File: config.mk
export PLATFORM = sky130hd
export DESIGN_NAME = tank_turn_sequencer_flat
export DESIGN_NICKNAME = d
export VERILOG_FILES = /design/src/rtl/tank_turn_sequencer_if.sv /design/src/rtl/tank_turn_sequencer.sv /design/src/flat_wrapper.sv
export SDC_FILE = /design/constraint.sdc
export NUM_CORES = 1
export LEC_CHECK = 0
export ABC_AREA = 1
export BUFFER_PORTS_ARGS = -buffer_cell sky130_fd_sc_hd__buf_2
export CAP_MARGIN = 10
export CORE_MARGIN = 10
export CORE_UTILIZATION = 43
export CTS_CLUSTER_SIZE = 12
export DETAILED_ROUTE_END_ITERATION = 6
export SYNTH_ARGS = -nofsm -noshare
export SYNTH_HDL_FRONTEND = slang
export SYNTH_SLANG_ARGS = --single-unit
File: constraint.sdc
create_clock -name clk -period 10.3 [get_ports clk]
set_clock_uncertainty 0.15 [all_clocks]
set_input_delay 1.03 -clock clk [delete_from_list [all_inputs] [get_ports clk]]
set_output_delay 1.03 -clock clk [all_outputs]
set_load 0.01 [all_outputs]
File: src/rtl/tank_turn_sequencer_if.sv
// Storage-block bus for the tank game: mode-selected register file.
// Read data returns one cycle after the mode is presented.
interface tank_turn_sequencer_if;
   logic [3:0] st_mode;
   logic       st_wren;
   logic [7:0] st_address;
   logic [7:0] st_data;
   logic [7:0] st_q;

   modport master (output st_mode, st_wren, st_address, st_data, input st_q);
   modport slave  (input st_mode, st_wren, st_address, st_data, output st_q);
endinterface

File: src/rtl/tank_turn_sequencer.sv
// Per-tick turn controller: reads eight storage registers, resolves moves,
// projectile flight, hits and firing, then writes all eight back in order.
module tank_turn_sequencer #(
   parameter int GRID_BITS = 4
) (
   input  logic                         clk,
   input  logic                         reset,
   input  logic                         tick,
   input  logic                         p1_move,
   input  logic [1:0]                   p1_dir,
   input  logic                         p1_fire,
   input  logic                         p2_move,
   input  logic [1:0]                   p2_dir,
   input  logic                         p2_fire,
   tank_turn_sequencer_if.master        st,
   output logic                         busy,
   output logic                         done,
   output logic [1:0]                   hit
);
   localparam int PW = 2 * GRID_BITS;
   typedef logic [GRID_BITS-1:0] coord_t;
   typedef enum logic [2:0] {IDLE, READ, CALC, WRITE, DONE} state_t;

   // Register slots are mode-1: t1 pos/dir, t2 pos/dir, pr1 addr/dir, pr2 addr/dir.
   function automatic logic [3:0] mode_of(input logic [2:0] i);
      case (i)
         3'd0:    return 4'b0001;
         3'd1:    return 4'b0010;
         3'd2:    return 4'b0101;
         3'd3:    return 4'b0110;
         3'd4:    return 4'b0011;
         3'd5:    return 4'b0100;
         3'd6:    return 4'b0111;
         default: return 4'b1000;
      endcase
   endfunction

   function automatic logic [2:0] slot_of(input logic [2:0] i);
      return 3'(mode_of(i) - 4'd1);
   endfunction

   // Returns {ok, stepped position}; ok=0 when the step would cross an edge.
   function automatic logic [8:0] step_cell(input logic [7:0] pos, input logic [1:0] dir);
      coord_t     x, y;
      logic       ok;
      logic [7:0] np;
      x  = pos[GRID_BITS-1:0];
      y  = pos[PW-1:GRID_BITS];
      ok = 1'b1;
      np = pos;
      case (dir)
         2'd0:    if (y == '0) ok = 1'b0; else y = y - coord_t'(1);
         2'd1:    if (x == '1) ok = 1'b0; else x = x + coord_t'(1);
         2'd2:    if (y == '1) ok = 1'b0; else y = y + coord_t'(1);
         default: if (x == '0) ok = 1'b0; else x = x - coord_t'(1);
      endcase
      np[PW-1:0] = {y, x};
      return {ok, np};
   endfunction

   state_t          state_q, state_d;
   logic [2:0]      idx_q, idx_d;
   logic [6:0][7:0] rd_q, rd_d;
   logic [7:0][7:0] res_q, res_d, res_c;
   logic [1:0]      hit_q, hit_d, hit_c;
   logic            p1_mv_q, p1_mv_d, p1_fr_q, p1_fr_d;
   logic            p2_mv_q, p2_mv_d, p2_fr_q, p2_fr_d;
   logic [1:0]      p1_dir_q, p1_dir_d, p2_dir_q, p2_dir_d;

   // Turn arithmetic; the last read (pr2 dir) is taken straight from st_q.
   logic [7:0] t1p, t2p, a1, a2;
   logic [1:0] t1d, t2d, d1, d2;
   logic       act1, act2;
   logic [8:0] s;
   always_comb begin
      t1p   = rd_q[0];
      t1d   = rd_q[1][1:0];
      t2p   = rd_q[2];
      t2d   = rd_q[3][1:0];
      a1    = rd_q[4];
      act1  = rd_q[5][7];
      d1    = rd_q[5][1:0];
      a2    = rd_q[6];
      act2  = st.st_q[7];
      d2    = st.st_q[1:0];
      s     = '0;
      hit_c = '0;
      if (p1_mv_q) begin
         t1d = p1_dir_q;
         s   = step_cell(t1p, p1_dir_q);
         if (s[8] && s[7:0] != t2p) t1p = s[7:0];
      end
      if (p2_mv_q) begin
         t2d = p2_dir_q;
         s   = step_cell(t2p, p2_dir_q);
         if (s[8] && s[7:0] != t1p) t2p = s[7:0];
      end
      if (act1) begin
         s = step_cell(a1, d1);
         if (!s[8]) act1 = 1'b0;
         else if (s[7:0] == t2p) begin
            act1     = 1'b0;
            hit_c[1] = 1'b1;
         end else a1 = s[7:0];
      end
      if (act2) begin
         s = step_cell(a2, d2);
         if (!s[8]) act2 = 1'b0;
         else if (s[7:0] == t1p) begin
            act2     = 1'b0;
            hit_c[0] = 1'b1;
         end else a2 = s[7:0];
      end
      if (p1_fr_q && !act1) begin
         a1   = t1p;
         act1 = 1'b1;
         d1   = t1d;
      end
      if (p2_fr_q && !act2) begin
         a2   = t2p;
         act2 = 1'b1;
         d2   = t2d;
      end
      res_c[0] = t1p;
      res_c[1] = {6'b0, t1d};
      res_c[2] = t2p;
      res_c[3] = {6'b0, t2d};
      res_c[4] = a1;
      res_c[5] = {act1, 5'b0, d1};
      res_c[6] = a2;
      res_c[7] = {act2, 5'b0, d2};
   end

   always_comb begin
      state_d  = state_q;
      idx_d    = idx_q;
      rd_d     = rd_q;
      res_d    = res_q;
      hit_d    = hit_q;
      p1_mv_d  = p1_mv_q;
      p1_fr_d  = p1_fr_q;
      p2_mv_d  = p2_mv_q;
      p2_fr_d  = p2_fr_q;
      p1_dir_d = p1_move ? p1_dir : p1_dir_q;
      p2_dir_d = p2_move ? p2_dir : p2_dir_q;
      case (state_q)
         IDLE: if (tick) begin
            state_d = READ;
            idx_d   = '0;
         end
         READ: begin
            if (idx_q != 3'd0) rd_d[slot_of(idx_q - 3'd1)] = st.st_q;
            idx_d = idx_q + 3'd1;
            if (idx_q == 3'd7) state_d = CALC;
         end
         CALC: begin
            res_d   = res_c;
            hit_d   = hit_c;
            p1_mv_d = 1'b0;
            p1_fr_d = 1'b0;
            p2_mv_d = 1'b0;
            p2_fr_d = 1'b0;
            idx_d   = '0;
            state_d = WRITE;
         end
         WRITE: begin
            idx_d = idx_q + 3'd1;
            if (idx_q == 3'd7) state_d = DONE;
         end
         default: state_d = IDLE;
      endcase
      // Pulses always land after the CALC clear so they carry to the next turn.
      p1_mv_d = p1_mv_d | p1_move;
      p1_fr_d = p1_fr_d | p1_fire;
      p2_mv_d = p2_mv_d | p2_move;
      p2_fr_d = p2_fr_d | p2_fire;
   end

   always_ff @(posedge clk or negedge reset) begin
      if (!reset) begin
         state_q  <= IDLE;
         idx_q    <= '0;
         rd_q     <= '0;
         res_q    <= '0;
         hit_q    <= '0;
         p1_mv_q  <= 1'b0;
         p1_fr_q  <= 1'b0;
         p2_mv_q  <= 1'b0;
         p2_fr_q  <= 1'b0;
         p1_dir_q <= '0;
         p2_dir_q <= '0;
      end else begin
         state_q  <= state_d;
         idx_q    <= idx_d;
         rd_q     <= rd_d;
         res_q    <= res_d;
         hit_q    <= hit_d;
         p1_mv_q  <= p1_mv_d;
         p1_fr_q  <= p1_fr_d;
         p2_mv_q  <= p2_mv_d;
         p2_fr_q  <= p2_fr_d;
         p1_dir_q <= p1_dir_d;
         p2_dir_q <= p2_dir_d;
      end
   end

   // Outputs decode from state so an async reset drops them at once.
   always_comb begin
      st.st_mode    = '0;
      st.st_wren    = 1'b0;
      st.st_address = '0;
      st.st_data    = '0;
      if (state_q == READ) st.st_mode = mode_of(idx_q);
      if (state_q == WRITE) begin
         st.st_mode = mode_of(idx_q);
         st.st_wren = 1'b1;
         st.st_data = res_q[slot_of(idx_q)];
      end
   end

   assign busy = (state_q != IDLE);
   assign done = (state_q == DONE);
   assign hit  = (state_q == DONE) ? hit_q : 2'b00;

   logic unused_bits;
   assign unused_bits = ^{rd_q[1][7:2], rd_q[3][7:2], rd_q[5][6:2], st.st_q[6:2]};
endmodule

File: src/flat_wrapper.sv
// flat-port wrapper written by rule: the top's interface ports become plain ports
module tank_turn_sequencer_flat 
#(
   parameter int GRID_BITS = 4
)
  (clk, reset, tick, p1_move, p1_dir, p1_fire, p2_move, p2_dir, p2_fire, busy, done, hit, st_st_mode, st_st_wren, st_st_address, st_st_data, st_st_q);
  tank_turn_sequencer_if st_i ();
  input  logic clk;
  input  logic reset;
  input  logic tick;
  input  logic p1_move;
  input  logic [1:0] p1_dir;
  input  logic p1_fire;
  input  logic p2_move;
  input  logic [1:0] p2_dir;
  input  logic p2_fire;
  output logic busy;
  output logic done;
  output logic [1:0] hit;
  output wire logic [$bits(st_i.st_mode)-1:0] st_st_mode;
  output wire logic [$bits(st_i.st_wren)-1:0] st_st_wren;
  output wire logic [$bits(st_i.st_address)-1:0] st_st_address;
  output wire logic [$bits(st_i.st_data)-1:0] st_st_data;
  input wire logic [$bits(st_i.st_q)-1:0] st_st_q;
  assign st_st_mode = st_i.st_mode;
  assign st_st_wren = st_i.st_wren;
  assign st_st_address = st_i.st_address;
  assign st_st_data = st_i.st_data;
  assign st_i.st_q = st_st_q;
  tank_turn_sequencer #(.GRID_BITS(GRID_BITS)) u_core (.clk(clk), .reset(reset), .tick(tick), .p1_move(p1_move), .p1_dir(p1_dir), .p1_fire(p1_fire), .p2_move(p2_move), .p2_dir(p2_dir), .p2_fire(p2_fire), .st(st_i), .busy(busy), .done(done), .hit(hit));
endmodule
# [Yosys cells after proc, flatten, opt, wreduce, memory -nomap -nowiden]
# Cells that the tools add are included.
# Widths: inputs -> output; s select.
[op_classes] n_addsub=20 magnitude_cmp=3 eq_ne=40 n_mux=111 n_bitwise=4 reduce_logical=33
[ops] operator="$mux 8" n=15
[ops] operator="$mux 4" n=26
[ops] operator="$pmux 4 s2" n=8
[ops] operator="$bwmux 56" n=1
[ops] operator="$mux 1" n=39
[ops] operator="$add 4x1->4 const B" n=8
[ops] operator="$eq 4x4->1 const B" n=8
[ops] operator="$logic_not 4->1" n=8
[ops] operator="$sub 4x1->4 const B" n=8
[ops] operator="$pmux 4 s7" n=1
[ops] operator="$bmux 8 s3" n=1
[ops] operator="$demux 8 s3" n=1
[ops] operator="$eq 3x3->1 const B" n=8
[ops] operator="$mux 3" n=7
[ops] operator="$pmux 3 s7" n=1
[ops] operator="$eq 3x2->1 const B" n=6
[ops] operator="$eq 8x8->1" n=2
[ops] operator="$ne 8x8->1" n=2
[ops] operator="$pmux 1 s3" n=4
[ops] operator="$pmux 3 s4" n=1
[ops] operator="$mux 2" n=5
[ops] operator="$reduce_or 2->1" n=5
[ops] operator="$eq 3x1->1 const B" n=3
[ops] operator="$logic_not 3->1" n=3
[ops] operator="16 further kinds" n=40
[word_totals] ff_bits=114 in_bits=19 out_inout_bits=25 elab_cells=235

# [Depth between registers and ports, before layout]
# Gate-level depths: netlist of run 1.
[logic_depth] ltp_word=19 ltp_mapped=35 mapped_depth_nobuf=33

# [Worst setup path after synthesis of run 1]
# OpenSTA, ideal clock, no wires.
[synth_path] kind="register to output" start="reg u_core.idx_q[0]" end="out st_st_data[2]" arrival_ns=2.681 required_time_ns=9.120 path_slack_ns=6.439 path_stages_with_launch=14 n_path_buf=3 cell_sequence="dfrtp_1 inv_1 ha_1 ha_1 nor3_1 inv_1 o31ai_1 clkbuf_1 ha_1 clkbuf_1 clkbuf_1 nor2_1 a21oi_1 a211oi_1"
[synth_between] elab_chain_len=7 elab_cells_between_ends=13 cone_classes="1 x add/sub; 6 x eq/ne; 5 x mux; 1 x reduce/logical"
[synth_rtl] item="from (decl)" line_no="tank_turn_sequencer.sv:62" rtl="logic [2:0] idx_q, idx_d;"
[synth_rtl] item="from (signal assigned)" line_no="tank_turn_sequencer.sv:194" rtl="idx_q <= idx_d;"
[synth_rtl] item="$eq 3x3->1 (tied with other cells)" line_no="tank_turn_sequencer.sv:26" rtl="case (i)"
[synth_rtl] item="$pmux 4 s7 *"
[synth_rtl] item="$mux 3 *" line_no="tank_turn_sequencer.sv:214" rtl="if (state_q == WRITE) begin"
[synth_rtl] item="$sub 3x1->3 *" line_no="tank_turn_sequencer.sv:39" rtl="return 3'(mode_of(i) - 4'd1);"
[synth_rtl] item="$bmux 8 s3 *" line_no="tank_turn_sequencer.sv:217" rtl="st.st_data = res_q[slot_of(idx_q)];"
[synth_rtl] item="$mux 8 (implied by the code) *" line_no="tank_turn_sequencer.sv:217"
[synth_rtl] item="$mux 8 *" line_no="tank_turn_sequencer.sv:214"
[synth_rtl] item="to (decl)" line_no="flat_wrapper.sv:23" rtl="output wire logic [$bits(st_i.st_data)-1:0] st_st_data;"
# Every way passes the cells marked *; elsewhere a longest branch is shown, timed or not. The select of a mux whose other input is x is not followed.

# [Worst setup path in the final report of run 1]
[layout_path] start="reg u_core.idx_q[0]" end="out st_st_data[5]"
# The elaborated chain is that of the path after synthesis.

==> results of run 1 <==
==> state kept, by name, indices dropped and copies added, names as in the netlist <==
register,cells
u_core.p2_dir_q,2
u_core.p1_fr_q,1
u_core.p2_mv_q,1
u_core.res_q,42
u_core.p1_dir_q,2
u_core.p1_mv_q,1
u_core.state_q,3
u_core.rd_q,39
u_core.hit_q,2
u_core.p2_fr_q,1
u_core.idx_q,3
==> synth_stat cells, types with 2 or more instances <==
cell | number | area (µm²)
a211oi_1 | 7 | 52.6
a21oi_1 | 37 | 185
a22oi_1 | 3 | 22.5
a31oi_1 | 4 | 25.0
a41oi_1 | 2 | 17.5
buf_1 | 2 | 7.51
buf_2 | 5 | 25.0
buf_4 | 9 | 67.6
buf_6 | 5 | 56.3
clkbuf_1 | 27 | 101
clkinv_1 | 4 | 15.0
dfrtp_1 | 97 | 2430
ha_1 | 26 | 325
inv_1 | 140 | 526
inv_2 | 3 | 11.3
nand2_1 | 280 | 1050
nand2_2 | 13 | 81.3
nand2_4 | 2 | 22.5
nand3_1 | 116 | 581
nand3_2 | 6 | 60.1
nand3b_1 | 5 | 37.5
nand3b_2 | 5 | 56.3
nand4_1 | 4 | 25.0
nor2_1 | 78 | 293
nor2_2 | 4 | 25.0
nor3_1 | 13 | 65.1
nor4_1 | 4 | 25.0
o2111ai_1 | 3 | 26.3
o211ai_1 | 9 | 67.6
o21ai_0 | 103 | 515
o21ai_1 | 8 | 40.0
o21bai_1 | 3 | 22.5
o221ai_1 | 2 | 17.5
o22ai_1 | 8 | 50.1
or2_2 | 8 | 50.1
xnor2_1 | 11 | 96.3
xor2_1 | 17 | 149
==> routing by layer <==
metal | track usage (%) | share of wire, %
met5 | 0 | 0
met4 | 6.03 | 2.3
met3 | 3.78 | 6.6
met2 | 30.8 | 44
met1 | 29.1 | 47
==> area by class of cell <==
class / instances / area [µm²]
multi-input cells: 799 / 4120
clock buffers: 9 / 225
inverters: 147 / 552
repair buffers: 42 / 230
clock inverters: 7 / 82.6
flip-flops and latches: 97 / 2430
well taps: 220 / 275
fillers: 1754 / 8730
==> critical path, cell delays in order (launching register included) <==
cell	delay (ns)
dfrtp_1	0.44
inv_1	0.09
ha_1	0.25
ha_1	0.23
nor3_1	0.19
inv_1	0.10
o31ai_2	0.07
buf_4	0.26
ha_1	0.69
inv_1	0.27
o21ai_0	0.26
nand2_1	0.08
a21oi_1	0.17
buf_2	0.14
==> stage by stage <==
stage / setup WS [ns] / util [%] / instance area [µm²] / hold slack, ns
after detailed placement: 5.59 / 45.7 / 7600 / 0.317
final: 5.50 / 47.5 / 7910 / 0.332
after global routing: 5.04 / 47.5 / 7910 / 0.364
after CTS: 5.50 / 47.5 / 7910 / 0.335
after global placement: 5.58 / 45.7 / 7600 / 0.313
after floorplan: 6.44 / - / 7340 / 0.291
==> kinds of logic (layout without fill, tap and decap cells) <==
family | count (synthesis) | in the layout | synth area share [%]
AO/OA/AOI/OAI | 198 | 198 | 15.3
XOR/XNOR | 28 | 28 | 3.35
adder cells (fa/ha/maj) | 26 | 26 | 4.45
buffers and inverters | 195 | 205 | 11.1
flip-flops | 97 | 97 | 33.2
multiplexers | 1 | 1 | 0.154
other | 1 | 8 | 0.0513
AND/OR/NAND/NOR | 538 | 538 | 32.4
==> final timing paths <==
kind / start / end / slack, ns / depth (start not counted)
worst min register to register: u_core.rd_q[8]$_DFFE_PN0P_ / u_core.rd_q[8]$_DFFE_PN0P_ / 0.33 / 2
worst max register to register: u_core.rd_q[4]$_DFFE_PN0P_ / u_core.res_q[34]$_DFFE_PN0P_ / 5.51 / 26
worst max-delay path: u_core.idx_q[0]$_DFFE_PN0P_ / st_st_data[5] / 5.50 / 13
min in group asynchronous: reset / u_core.idx_q[2]$_DFFE_PN0P_ / 0.49 / 1
max in group asynchronous: reset / u_core.rd_q[16]$_DFFE_PN0P_ / 8.25 / 2
worst min-delay path: u_core.rd_q[8]$_DFFE_PN0P_ / u_core.rd_q[8]$_DFFE_PN0P_ / 0.33 / 2
==> power groups by stage <==
stage | Sequential [W] | Clock, W | Combinational (W)
final | 0.000767 | 0.000363 | 0.00185
after global routing | 0.000793 | 0.000384 | 0.00211
after CTS | 0.000762 | 0.000369 | 0.00185
after detailed placement | 0.000770 | 0 | 0.00184
after global placement | 0.000767 | 0 | 0.00183
after floorplan | 0.000648 | 0 | 0.00147
==> cells in the final DEF (no fill, tap or decap), types with 2 or more instances in the layout <==
| cell | count |
|---|---|
| inv_2 | 3 |
| nor2_1 | 78 |
| clkbuf_16 | 9 |
| a22oi_1 | 3 |
| nand4_1 | 4 |
| o2111ai_1 | 3 |
| inv_1 | 140 |
| o21bai_1 | 3 |
| nand3_1 | 116 |
| conb_1 | 8 |
| nand3b_1 | 5 |
| nor4_1 | 3 |
| a21oi_1 | 37 |
| buf_4 | 8 |
| nor2_2 | 4 |
| xnor2_1 | 11 |
| a211oi_1 | 7 |
| nand3_2 | 6 |
| o211ai_1 | 9 |
| xor2_1 | 17 |
| nand2_2 | 13 |
| inv_6 | 3 |
| nand2_4 | 2 |
| or2_2 | 8 |
| clkinv_1 | 4 |
| o21ai_0 | 103 |
| o21ai_1 | 8 |
| a41oi_1 | 2 |
| o22ai_1 | 8 |
| dfrtp_1 | 97 |
| nor3_1 | 12 |
| a31oi_1 | 4 |
| buf_2 | 34 |
| ha_1 | 26 |
| nand2_1 | 280 |
| clkinvlp_4 | 2 |
| o221ai_1 | 2 |
| nand3b_2 | 5 |
==> flow_metrics.env, run 1 <==
export IMPL_critPathCaptureType="primary output"
export IMPL_grt_pass1_wl_mm=36.3
export IMPL_ys_async_sr_fraction_pct=100
export IMPL_cts_hold_buf=0
export IMPL_synth_edf_count=0
export IMPL_tightestPinTransition_ns=1.12
export IMPL_finalHoldViolCount=0
export IMPL_grt_max_degree=62
export IMPL_outcome="complete, no violations"
export IMPL_gp_congestion=0.941
export IMPL_cts_root_buf="clkbuf_16"
export IMPL_max_clock_freq_mhz=209
export IMPL_cts_resized=0
export IMPL_routed_wl_mm=22.7
export IMPL_initialDrtViolationCount=696
export IMPL_min_path_type="reg2reg"
export IMPL_hpwlAfterDp_mm=17.3
export IMPL_slew_headroom_pct=24.6
export IMPL_p_int_w=0.00139
export IMPL_seq_power_share_pct=25.7
export IMPL_antenna_cells=0
export IMPL_syn_avg_cell_area_um2=6.74
export IMPL_path_clk_slew_ns=0.08
export IMPL_overflow=0
export IMPL_placementRows=47
export IMPL_cts_htree_levels=3
export IMPL_firstDrtPassIters=5
export IMPL_dieArea_um2=22600
export IMPL_cts_made_buffers=9
export IMPL_min_period_ns=4.80
export IMPL_die_h_um=150
export IMPL_power_frac_clock_pct=12.2
export IMPL_ys_warn_count=0
export IMPL_vias=7054
export IMPL_grt_usage_pct=20.5
export IMPL_cts_tree="built"
export IMPL_start_util_pct=43.9
export IMPL_worstPathMaxFanout=26
export IMPL_path_class="reg2out"
export IMPL_cts_setup_buffers=0
export IMPL_leakage_nw=4.08
export IMPL_start_kind="flip-flop"
export IMPL_final_nets=1141
export IMPL_io_buffers=35
export IMPL_arrival_ns=3.62
export IMPL_final_cells=1321
export IMPL_dp_cells=1305
export IMPL_cts_buffer_depth=2
export IMPL_syn_area_um2=7310
export IMPL_slew_viol_final=0
export IMPL_maxCapViolations=0
export IMPL_io_pins=44
export IMPL_synth_cell_types=48
export IMPL_rsz0062_at_grt="false"
export IMPL_power_switching_w=0.00159
export IMPL_clock_sinks=97
export IMPL_ys_flop_type="dfrtp_1"
export IMPL_die_w_um=150
export IMPL_syn_to_final_growth_pct=8.18
export IMPL_pwr_share_comb_pct=62.1
export IMPL_wire_per_inst_um=17.2
export IMPL_fin_crit_sh_pct=46.6
export IMPL_powerDensity_nw_per_um2=377
export IMPL_report_final_setup_viol=0
export IMPL_ir_drop_uv=199
export IMPL_clkLatencyLatePin_ns=0.36
export IMPL_ant_nets=0
export IMPL_yosysSeqAreaShare_pct=33.2
export IMPL_ys_ff_latch=97
export IMPL_drc=0
export IMPL_finalPower_w=0.00298
export IMPL_fin_setup_tns_ns=0
export IMPL_antenna_found_initial=0
export IMPL_synthCells=1084
export IMPL_vias_per_cell=5.34
export IMPL_coreArea_um2=16600
export IMPL_cp_required_ns=9.12
export IMPL_drive_gt1_share_pct=9.36
export IMPL_swShare_pct=53.4
export IMPL_grt_pass1_vias=6487
Power figures use the tool's default switching activity.
==> inputs of run 2 (changes only) <==
==> constraint.sdc (replaced) <==
create_clock -name clk -period 4.6 [get_ports clk]
set_clock_uncertainty 0.15 [all_clocks]
set_input_delay 0.46 -clock clk [delete_from_list [all_inputs] [get_ports clk]]
set_output_delay 0.46 -clock clk [all_outputs]
set_load 0.01 [all_outputs]
==> flow_metrics.env, run 2 (same netlist as run 1, synthesis figures left out) <==
export IMPL_outcome="complete, no violations"
export IMPL_syn_to_final_growth_pct=9.93
export IMPL_grt_max_degree=63
export IMPL_start_kind="flip-flop"
export IMPL_dieArea_um2=22600
export IMPL_cts_setup_buffers=0
export IMPL_slew_viol_final=0
export IMPL_whs_ns=0.0225
export IMPL_min_period_ns=4.20
export IMPL_critPathCaptureType="flip-flop"
export IMPL_hpwlAfterDp_mm=17.2
export IMPL_final_nets=1151
export IMPL_vias_per_cell=5.29
export IMPL_firstDrtPassIters=5
export IMPL_clkLatencyLatePin_ns=0.37
export IMPL_path_class="reg2reg"
export IMPL_finalPower_w=0.00682
export IMPL_cts_made_buffers=9
export IMPL_cp_required_ns=4.74
export IMPL_stdcell_area_um2=8040
export IMPL_tightestPinTransition_ns=1.20
export IMPL_grt_pass1_vias=6447
export IMPL_slew_headroom_pct=20.0
export IMPL_gp_congestion=0.941
export IMPL_report_final_setup_viol=0
export IMPL_initialDrtViolationCount=590
export IMPL_leakage_nw=4.15
export IMPL_worstPathMaxFanout=10
export IMPL_reg_top3="u_core.res_q x42, u_core.rd_q x39"
export IMPL_post_route_util_pct=48.3
export IMPL_clock_sinks=97
export IMPL_powerDensity_nw_per_um2=848
export IMPL_post_dp_cell_area_um2=7670
export IMPL_fin_crit_sh_pct=91.3
export IMPL_rrSetupSlack_ns=0.40
export IMPL_cts_buffer_depth=2
export IMPL_layout_commonest_cell="nand2_1"
export IMPL_vias=7039
export IMPL_drive_gt1_share_pct=11.2
export IMPL_routed_wl_mm=22.9
export IMPL_drc=0
export IMPL_cts_root_buf="clkbuf_16"
export IMPL_max_clock_freq_mhz=238
export IMPL_path_clk_slew_ns=0.07
export IMPL_nFillCells=1748
export IMPL_wire_per_inst_um=17.2
export IMPL_start_util_pct=43.9
export IMPL_antenna_found_initial=0
export IMPL_ir_drop_uv=418
export IMPL_most_common_layout_cells="nand2_1 (278), inv_1 (140), nand3_1 (116)"
export IMPL_coreArea_um2=16600
export IMPL_die_w_um=150
export IMPL_reg2reg_to="u_core.res_q[57]$_DFFE_PN0P_"
export IMPL_grt_usage_pct=20.5
export IMPL_finalHoldViolCount=0
export IMPL_antenna_cells=0
export IMPL_maxCapViolations=0
export IMPL_placementRows=47
export IMPL_overflow=0
export IMPL_reg2regPathDepth=24
export IMPL_largest_register="u_core.res_q"
export IMPL_timing_rr_start="u_core.rd_q[5]$_DFFE_PN0P_"
export IMPL_grt_pass1_wl_mm=36.1
export IMPL_cts_tree="built"
export IMPL_io_pins=44
export IMPL_cts_htree_levels=3
export IMPL_arrival_ns=4.34
export IMPL_die_h_um=150
export IMPL_io_buffers=35
export IMPL_fin_setup_tns_ns=0
export IMPL_min_path_type="in2async"
export IMPL_ant_nets=0
export IMPL_largest_reg_flops=42
run 2: changes by cell type in the layout (fill, tap and decap cells not counted), moves of 2 or more:
cell,before,now
nand2_1,280,278
clkinv_4,0,3
buf_4,8,16
nand2_2,13,10
inv_6,3,0
dfrtp_1,97,93
nor2_1,78,75
nor2_2,4,7
nand2_4,2,8
dfrtp_2,0,4
run 2: worst max-delay path by stage:
stage                                     from                            to
finish              u_core.rd_q[5]$_DFFE_PN0P_  u_core.res_q[57]$_DFFE_PN0P_
global route        u_core.rd_q[4]$_DFFE_PN0P_  u_core.res_q[57]$_DFFE_PN0P_
CTS                 u_core.rd_q[4]$_DFFE_PN0P_  u_core.res_q[40]$_DFFE_PN0P_
detailed placement  u_core.rd_q[4]$_DFFE_PN0P_  u_core.res_q[40]$_DFFE_PN0P_
global placement    u_core.rd_q[4]$_DFFE_PN0P_  u_core.res_q[40]$_DFFE_PN0P_
floorplan           u_core.rd_q[1]$_DFFE_PN0P_  u_core.res_q[38]$_DFFE_PN0P_
run 2: repair_timing:
action                                  CTS  global route
endpoints found under the setup margin    0            13
hold buffers                              0             0
gates resized for setup                   0            16
run 2: critical path, cell delays in order (launching register included):
cell,delay (ns)
dfrtp_2,0.46
inv_1,0.14
ha_1,0.21
nand2_1,0.10
nand2_2,0.13
nand2_1,0.06
o21ai_1,0.11
nand2_1,0.12
nand2_1,0.08
nand3_1,0.09
nor2_2,0.09
nand3_2,0.10
buf_4,0.20
nand3_1,0.11
nand2_1,0.21
xnor2_1,0.19
nor4_1,0.29
nand2_1,0.13
nand2_1,0.13
inv_1,0.17
nor2_2,0.33
inv_1,0.21
o21ai_1,0.16
a21oi_1,0.07
a21oi_1,0.12
run 2: through the flow:
| step | worst slack [ns] | cells |
|---|---|---|
| after floorplan | 1.16 | 1091 |
| after global placement | 0.112 | 1313 |
| after detailed placement | 0.102 | 1313 |
| after CTS | 0.0877 | 1329 |
| after global routing | -0.00300 | 1331 |
| final | 0.399 | 1331 |
run 2: layout make-up:
class | instances | area, µm² | area share (%)
Clock buffer | 9 | 225 | 2.80
Clock inverter | 7 | 66.3 | 0.825
Inverter | 147 | 552 | 6.87
Multi-Input combinational cell | 801 | 4200 | 52.2
Sequential cell | 97 | 2430 | 30.3
Tap cell | 220 | 275 | 3.43
Timing Repair Buffer | 50 | 290 | 3.61
run 2: routing by layer:
metal / track usage [%] / routed length (µm)
met1: 29.7 / 11300
met2: 31.0 / 10200
met3: 3.24 / 1230
met4: 4.76 / 254
met5: 0 / 0
run 2: power by group:
| part | internal, W | leakage, nW | switching, W |
|---|---|---|---|
| Combinational | 0.00153 | 2.87 | 0.00285 |
| Clock | 0.000378 | 0.140 | 0.000389 |
| Sequential | 0.00124 | 1.13 | 0.000424 |
